$ cat src/rtl/clkdiv_prog.sv
// clkdiv_prog: runtime-programmable single-counter clock divider with tick strobe and glitch-free divisor updates
module clkdiv_prog #(
  parameter int WIDTH       = 8,
  parameter int DEFAULT_DIV = 4
) (
  input  logic             clk,
  input  logic             reset,
  input  logic             en,
  input  logic             restart,
  input  logic [WIDTH-1:0] div_in,
  input  logic             div_load,
  output logic             div_clk,
  output logic             tick,
  output logic [WIDTH-1:0] cur_div
);
  localparam logic [WIDTH-1:0] DEF = WIDTH'(DEFAULT_DIV);
  logic [WIDTH-1:0] cnt_q, cnt_d, cur_q, cur_d, pend_q, pend_d;
  logic [WIDTH-1:0] load_val, next_div, half;
  logic clk_q, clk_d, tick_q, tick_d, pend_v_q, pend_v_d, wrap;
  assign load_val = (div_in < WIDTH'(2)) ? WIDTH'(2) : div_in;
  assign next_div = div_load ? load_val : pend_v_q ? pend_q : cur_q;
  assign half     = cur_q - (cur_q >> 1);
  assign wrap     = en && (cnt_q == cur_q - WIDTH'(1));
  // next state: restart beats freeze beats wrap beats the high-to-low edge; loads land at period boundaries
  always_comb begin
    cnt_d    = cnt_q;
    clk_d    = clk_q;
    tick_d   = 1'b0;
    cur_d    = cur_q;
    pend_d   = div_load ? load_val : pend_q;
    pend_v_d = pend_v_q | div_load;
    if (restart) begin
      cnt_d    = '0;
      clk_d    = 1'b0;
      cur_d    = next_div;
      pend_v_d = 1'b0;
    end else if (wrap) begin
      cnt_d    = '0;
      clk_d    = 1'b1;
      tick_d   = 1'b1;
      cur_d    = next_div;
      pend_v_d = 1'b0;
    end else if (en) begin
      cnt_d = cnt_q + WIDTH'(1);
      clk_d = (cnt_q == half - WIDTH'(1)) ? 1'b0 : clk_q;
    end
  end
  // state registers with asynchronous active-low clear
  always_ff @(posedge clk or negedge reset) begin
    if (!reset) begin
      cnt_q    <= '0;
      clk_q    <= 1'b0;
      tick_q   <= 1'b0;
      cur_q    <= DEF;
      pend_q   <= DEF;
      pend_v_q <= 1'b0;
    end else begin
      cnt_q    <= cnt_d;
      clk_q    <= clk_d;
      tick_q   <= tick_d;
      cur_q    <= cur_d;
      pend_q   <= pend_d;
      pend_v_q <= pend_v_d;
    end
  end
  assign div_clk = clk_q;
  assign tick    = tick_q;
  assign cur_div = cur_q;
endmodule

$ cat config.mk
export PLATFORM = sky130hd
export DESIGN_NAME = clkdiv_prog
export DESIGN_NICKNAME = d
export VERILOG_FILES = /design/src/rtl/clkdiv_prog.sv
export SDC_FILE = /design/constraint.sdc
export NUM_CORES = 1
export LEC_CHECK = 0
export ABC_CLOCK_PERIOD_IN_PS = 3300
export BUFFER_PORTS_ARGS = -buffer_cell sky130_fd_sc_hd__buf_4
export CORE_ASPECT_RATIO = 2
export CORE_MARGIN = 2
export CORE_UTILIZATION = 53
export CTS_CLUSTER_SIZE = 40
export DETAILED_ROUTE_END_ITERATION = 10
export PLACE_DENSITY = 0.77
export SYNTH_ARGS = -nofsm -noshare
export SYNTH_HDL_FRONTEND = slang
export SYNTH_SLANG_ARGS = --single-unit
$ cat constraint.sdc
create_clock -name clk -period 3.3 [get_ports clk]
set_input_delay 0.33 -clock clk [delete_from_list [all_inputs] [get_ports clk]]
set_output_delay 0.33 -clock clk [all_outputs]
set_load 0.005 [all_outputs]
# Word-level counts from Yosys, hierarchy flattened
# Cells that the tools add are included.
# W data, S select, Z words.
[totals]
input_bits = 13
out_inout_bits = 10
word_cells = 35
regBits = 27
[op_classes]
n_reduce_logical = 5
n_bitwise = 1
addsub = 4
n_eq_ne = 2
magnitude_cmp = 1
mux = 16
[ops]
columns = ["op", "n"]
rows = [
  ["$mux W8", 8],
  ["$eq A8 B8 Y1", 2],
  ["$sub A8 B1 Y8 const B", 2],
  ["$add A8 B1 Y8 const B", 1],
  ["$lt A8 B2 Y1 const B", 1],
  ["$mux W1", 8],
  ["$sub A8 B7 Y8", 1],
  ["$reduce_bool A3 Y1", 2],
  ["$reduce_and A2 Y1", 1],
  ["$reduce_bool A2 Y1", 1],
  ["$logic_and A1 B1 Y1", 1],
  ["$or A1 B1 Y1", 1],
]

# Logic depth before layout (Yosys ltp)
[logic_depth]
word_depth = 7
ltp_mapped = 9
ltp_nobuf = 9

# Worst setup path after synthesis
# OpenSTA, ideal clock, no wires.
[synth_path]
path_kind = "flip-flop to flip-flop"
startpoint = "reg cur_q[1], in the netlist cur_div[1]"
endpoint = "reg clk_q, in the netlist div_clk"
arrival_ns = 2.359
slack_ns = 0.803
path_buffers = 0
required_ns = 3.162
setup_ns = 0.138
period_less_slack_ns = 2.497
path_stages_with_launch = 10
path_cell_list = "dfrtp_1 inv_1 ha_1 fa_1 nor2b_1 or3_1 a21oi_1 mux2_2 nor4_1 a311oi_1"
[synth_via]
elab_chain_cells = 5
word_cells_on_any_way = 11
cone_classes = "3 x add/sub; 2 x eq/ne; 2 x mux; 4 x reduce/logical"
[synth_rtl]
columns = ["item", "line_no", "text"]
rows = [
  ["start, declared", "17", "logic [WIDTH-1:0] cnt_q, cnt_d, cur_q, cur_d, pend_q, pend_d;"],
  ["start signal, assigned", "61", "cur_q <= cur_d;"],
  ["$sub A8 B7 Y8 / $sub A8 B1 Y8 (equally long branches)", "22, 23", ""],
  ["$sub A8 B1 Y8 / $eq A8 B8 Y1 (equally long branches)", "45, 23", ""],
  ["$eq A8 B8 Y1 / $logic_and A1 B1 Y1 (equally long branches)", "45, 23", ""],
  ["$reduce_bool A3 Y1 (no source line) / $mux W1 (equally long branches)", "-", ""],
  ["$reduce_and A2 Y1 (no source line) / $mux W1 (equally long branches)", "-", ""],
  ["end signal, assigned", "59", "clk_q <= clk_d;"],
  ["end, declared", "19", "logic clk_q, clk_d, tick_q, tick_d, pend_v_q, pend_v_d, wrap;"],
]
# Parallel ways exist; a longest one is shown, timed or not.
# A chain may end at the register's enable or synchronous reset.

# Worst setup path in the final report
# Same ends and word-level chain as after synthesis.

==> key figures <==
Power
  – VDD IR-drop max: 0.0004326 V
  – Leak Pwr: 0.9635 nW
  – Final Total Pwr: 1.081 mW
  – Power Density: 525.1 mW/mm2

Route
  – Initial DRC count: 10
  – Drt total wl: 4.077 mm
  – Antenna viol nets, final: 0
  – 1st-pass router iterations: 4
  – DRC Markers: 0
  – Vias: 1,384
  – Vias per cell: 6.017
  – WL/cell: 17.73 um

Yosys
  – Distinct cell type count of the synthesized netlist: 39
  – Syn. warnings: 0
  – Area share of the leading cell type in the synthesized netlist: 34.18%
  – EDFF count, synth: 0
  – Sequential fraction of the synthesis area: 37.05%
  – Area leader, netlist: dfrtp_1
  – #FFs+latches synth: 27
  – Asr flop ratio synth: 100.0%
  – Syn avg cell area: 10.40 um2
  – Mapped Cells: 176
  – Post-synth net total: 206
  – Primary flip-flop cell chosen by synthesis mapping: dfrtp_1
  – Synthesized area: 0.001831 mm2
  – Synth top area cells: dfrtp_1, ha_1, mux2_2

Worst setup path
  – WS Path Type: reg2reg
  – Crit. End Element: register
  – Worst setup startpoint: cur_div[1]$_DFFE_PN0P_
  – Crit-path max FO: 5
  – Reg2reg start: cur_div[1]$_DFFE_PN0P_
  – Nature of the critical path startpoint: register
  – CP Data Required Time: 3.44 ns
  – Critical path arrival: 2.89 ns

Timing
  – Hold Slack: 0.2887 ns
  – Sum Neg Setup Slack: 0 ns
  – Final hold vios: 0
  – Fmax: 364.4 MHz
  – Post-route minimum period: 2.744 ns
  – RSZ-0062 raised after global routing: false
  – Clock Skews: 0.007376 ns
  – Final count of pins violating max slew: 0
  – Worst-Margin Slew: 0.5934 ns
  – Rel. slew slack: 59.92%
  – Final period util: 83.16%
  – Final setup fails: 0

Final layout
  – Number of diodes: 0
  – Layout cell share with drive strength beyond 1: 22.73%
  – Syn-to-layout area delta: 12.44%
  – Nets: 229
  – Final core occ: 61.61%
  – Fillcell total: 263
  – Post-Layout Cell Count: 230

GRT
  – Pin count of the biggest net entering global routing: 28
  – Vias in the first global route: 1,549
  – GRT Overall Usage: 23.48%
  – Grt ovf: 0
  – Initial antenna violation count: 0
  – First-pass GRT wire length: 6.693 mm

Floorplanning
  – Rows: 30
  – Initial Util: 54.79%
  – Ports: 23
  – Die width: 45.56 um
  – Die height: 87.11 um
  – Core area: 0.003341 mm2
  – Full die area: 0.003968 mm2

Place
  – DP HPWL: 3.295 mm
  – IO Port Bufs: 22
  – Routability Congestion: 0.8802
  – Placed Cells: 225

Clock network
  – Clock latency on the worst-skew pair: 0.27 ns
  – Max Buffers Root-to-Sink: 2
  – Num Clock Sinks: 27
  – Clock slew at reported path FFs: 0.09 ns
  – Post-CTS setup buffers: 0
  – Root buffer cell: clkbuf_8
  – TritonCTS clock tree: yes
  – H-tree Lvls: 1
  – TritonCTS Buffers: 3

Worst hold path
  – HP Start: restart
  – HP Class: in2reg

Status
  – Status: complete, no violations

Job
  – Max Cap Violations: 0
## path summary, 6_finish.rpt
| kind | to | cells past startpoint | slack, ns |
|---|---|---|---|
| min in group asynchronous | pend_v_q$_DFF_PN0_ | 2 | 0.51 |
| min | div_clk$_DFFE_PN0P_ | 2 | 0.29 |
| max | div_clk$_DFFE_PN0P_ | 9 | 0.56 |
| max in group asynchronous | cur_div[2]$_DFFE_PN1P_ | 2 | 2.48 |
| max reg2reg | div_clk$_DFFE_PN0P_ | 9 | 0.56 |
| min reg2reg | pend_q[3]$_DFFE_PN0P_ | 1 | 0.50 |
## state kept, by name, summed over array words and instances, names as in the netlist
signal / count
cnt_q: 8
cur_div: 8
pend_q: 8
div_clk: 1
pend_v_q: 1
tick: 1
## timing repair
item                                   4_1_cts  5_1_grt
endpoints found under the hold margin       25        0
hold buffers                                 1        0
gates resized for setup                      0        0
## Yosys cell counts, types with 2 or more instances
cell type,count
nand3_1,2
inv_1,13
mux2_2,14
nand3b_1,3
dfrtp_1,25
ha_1,16
o21ai_0,3
and3_1,2
xor2_1,14
nand2_1,6
nor2b_1,6
nor2_1,14
nor3_1,3
buf_6,2
dfstp_2,2
o2111ai_1,3
a21oi_1,5
a21boi_0,2
xnor2_1,16
clkbuf_1,3
nand2b_1,4
## final cells by class
class / count / area (um2) / share of cell area, %
clock buffer: 3 / 41.29 / 2.006
clock inverter: 1 / 5.005 / 0.2432
inverter: 13 / 48.80 / 2.371
multi-input combinational: 131 / 1070 / 51.98
sequential: 27 / 678.2 / 32.95
tap: 32 / 40.04 / 1.945
timing repair buffer: 23 / 175.2 / 8.511
## power breakdown
group / switching, mW / leakage [nW] / internal, mW
registers: 0.0459 / 0.336 / 0.366
clock network: 0.0975 / 0.0255 / 0.0844
logic: 0.245 / 0.602 / 0.242
## cell usage in the layout (no fill, tap or decap), drive strengths merged, types with 6 or more instances in the layout
cell,count
ha,16
xor2,14
mux2,15
dfrtp,25
inv,13
nand2,6
nor2,14
a21oi,6
buf,22
nor2b,6
xnor2,16
## routing by layer
| layer | vias to the layer above | track usage [%] | share of wire [%] |
|---|---|---|---|
| li1 | 644 | - | - |
| met2 | 26 | 44.17 | 60 |
| met4 | 0 | 14.44 | 4.7 |
| met1 | 699 | 22.61 | 34 |
| met3 | 15 | 1.452 | 1.6 |
| met5 | - | 0 | 0 |
## cell families after synthesis
family	after synthesis	synth area share, %
AO/OA/AOI/OAI	22	8.818
adder cells (fa/ha/maj)	17	12.03
AND/OR/NAND/NOR	46	13.47
XOR/XNOR	30	14.35
multiplexers	16	9.774
flip-flops	27	37.05
buffers and inverters	18	4.511
## critical path: stages, from the launching register on
cell and delay, ns:
dfrtp_1 0.46, inv_1 0.12, ha_1 0.22, fa_1 0.41
nor2b_1 0.16, or3_1 0.31, a21oi_1 0.14, mux2_2 0.34
nor4_1 0.31, a311oi_1 0.14
## through the flow
stage	area [um2]	worst slack (ns)
global route	2058	0.3929
global placement	2002	0.6862
CTS	2058	0.5348
detailed placement	2002	0.5606
floorplan	1831	0.8031
finish	2058	0.5558
Power figures use the tool's default switching activity.
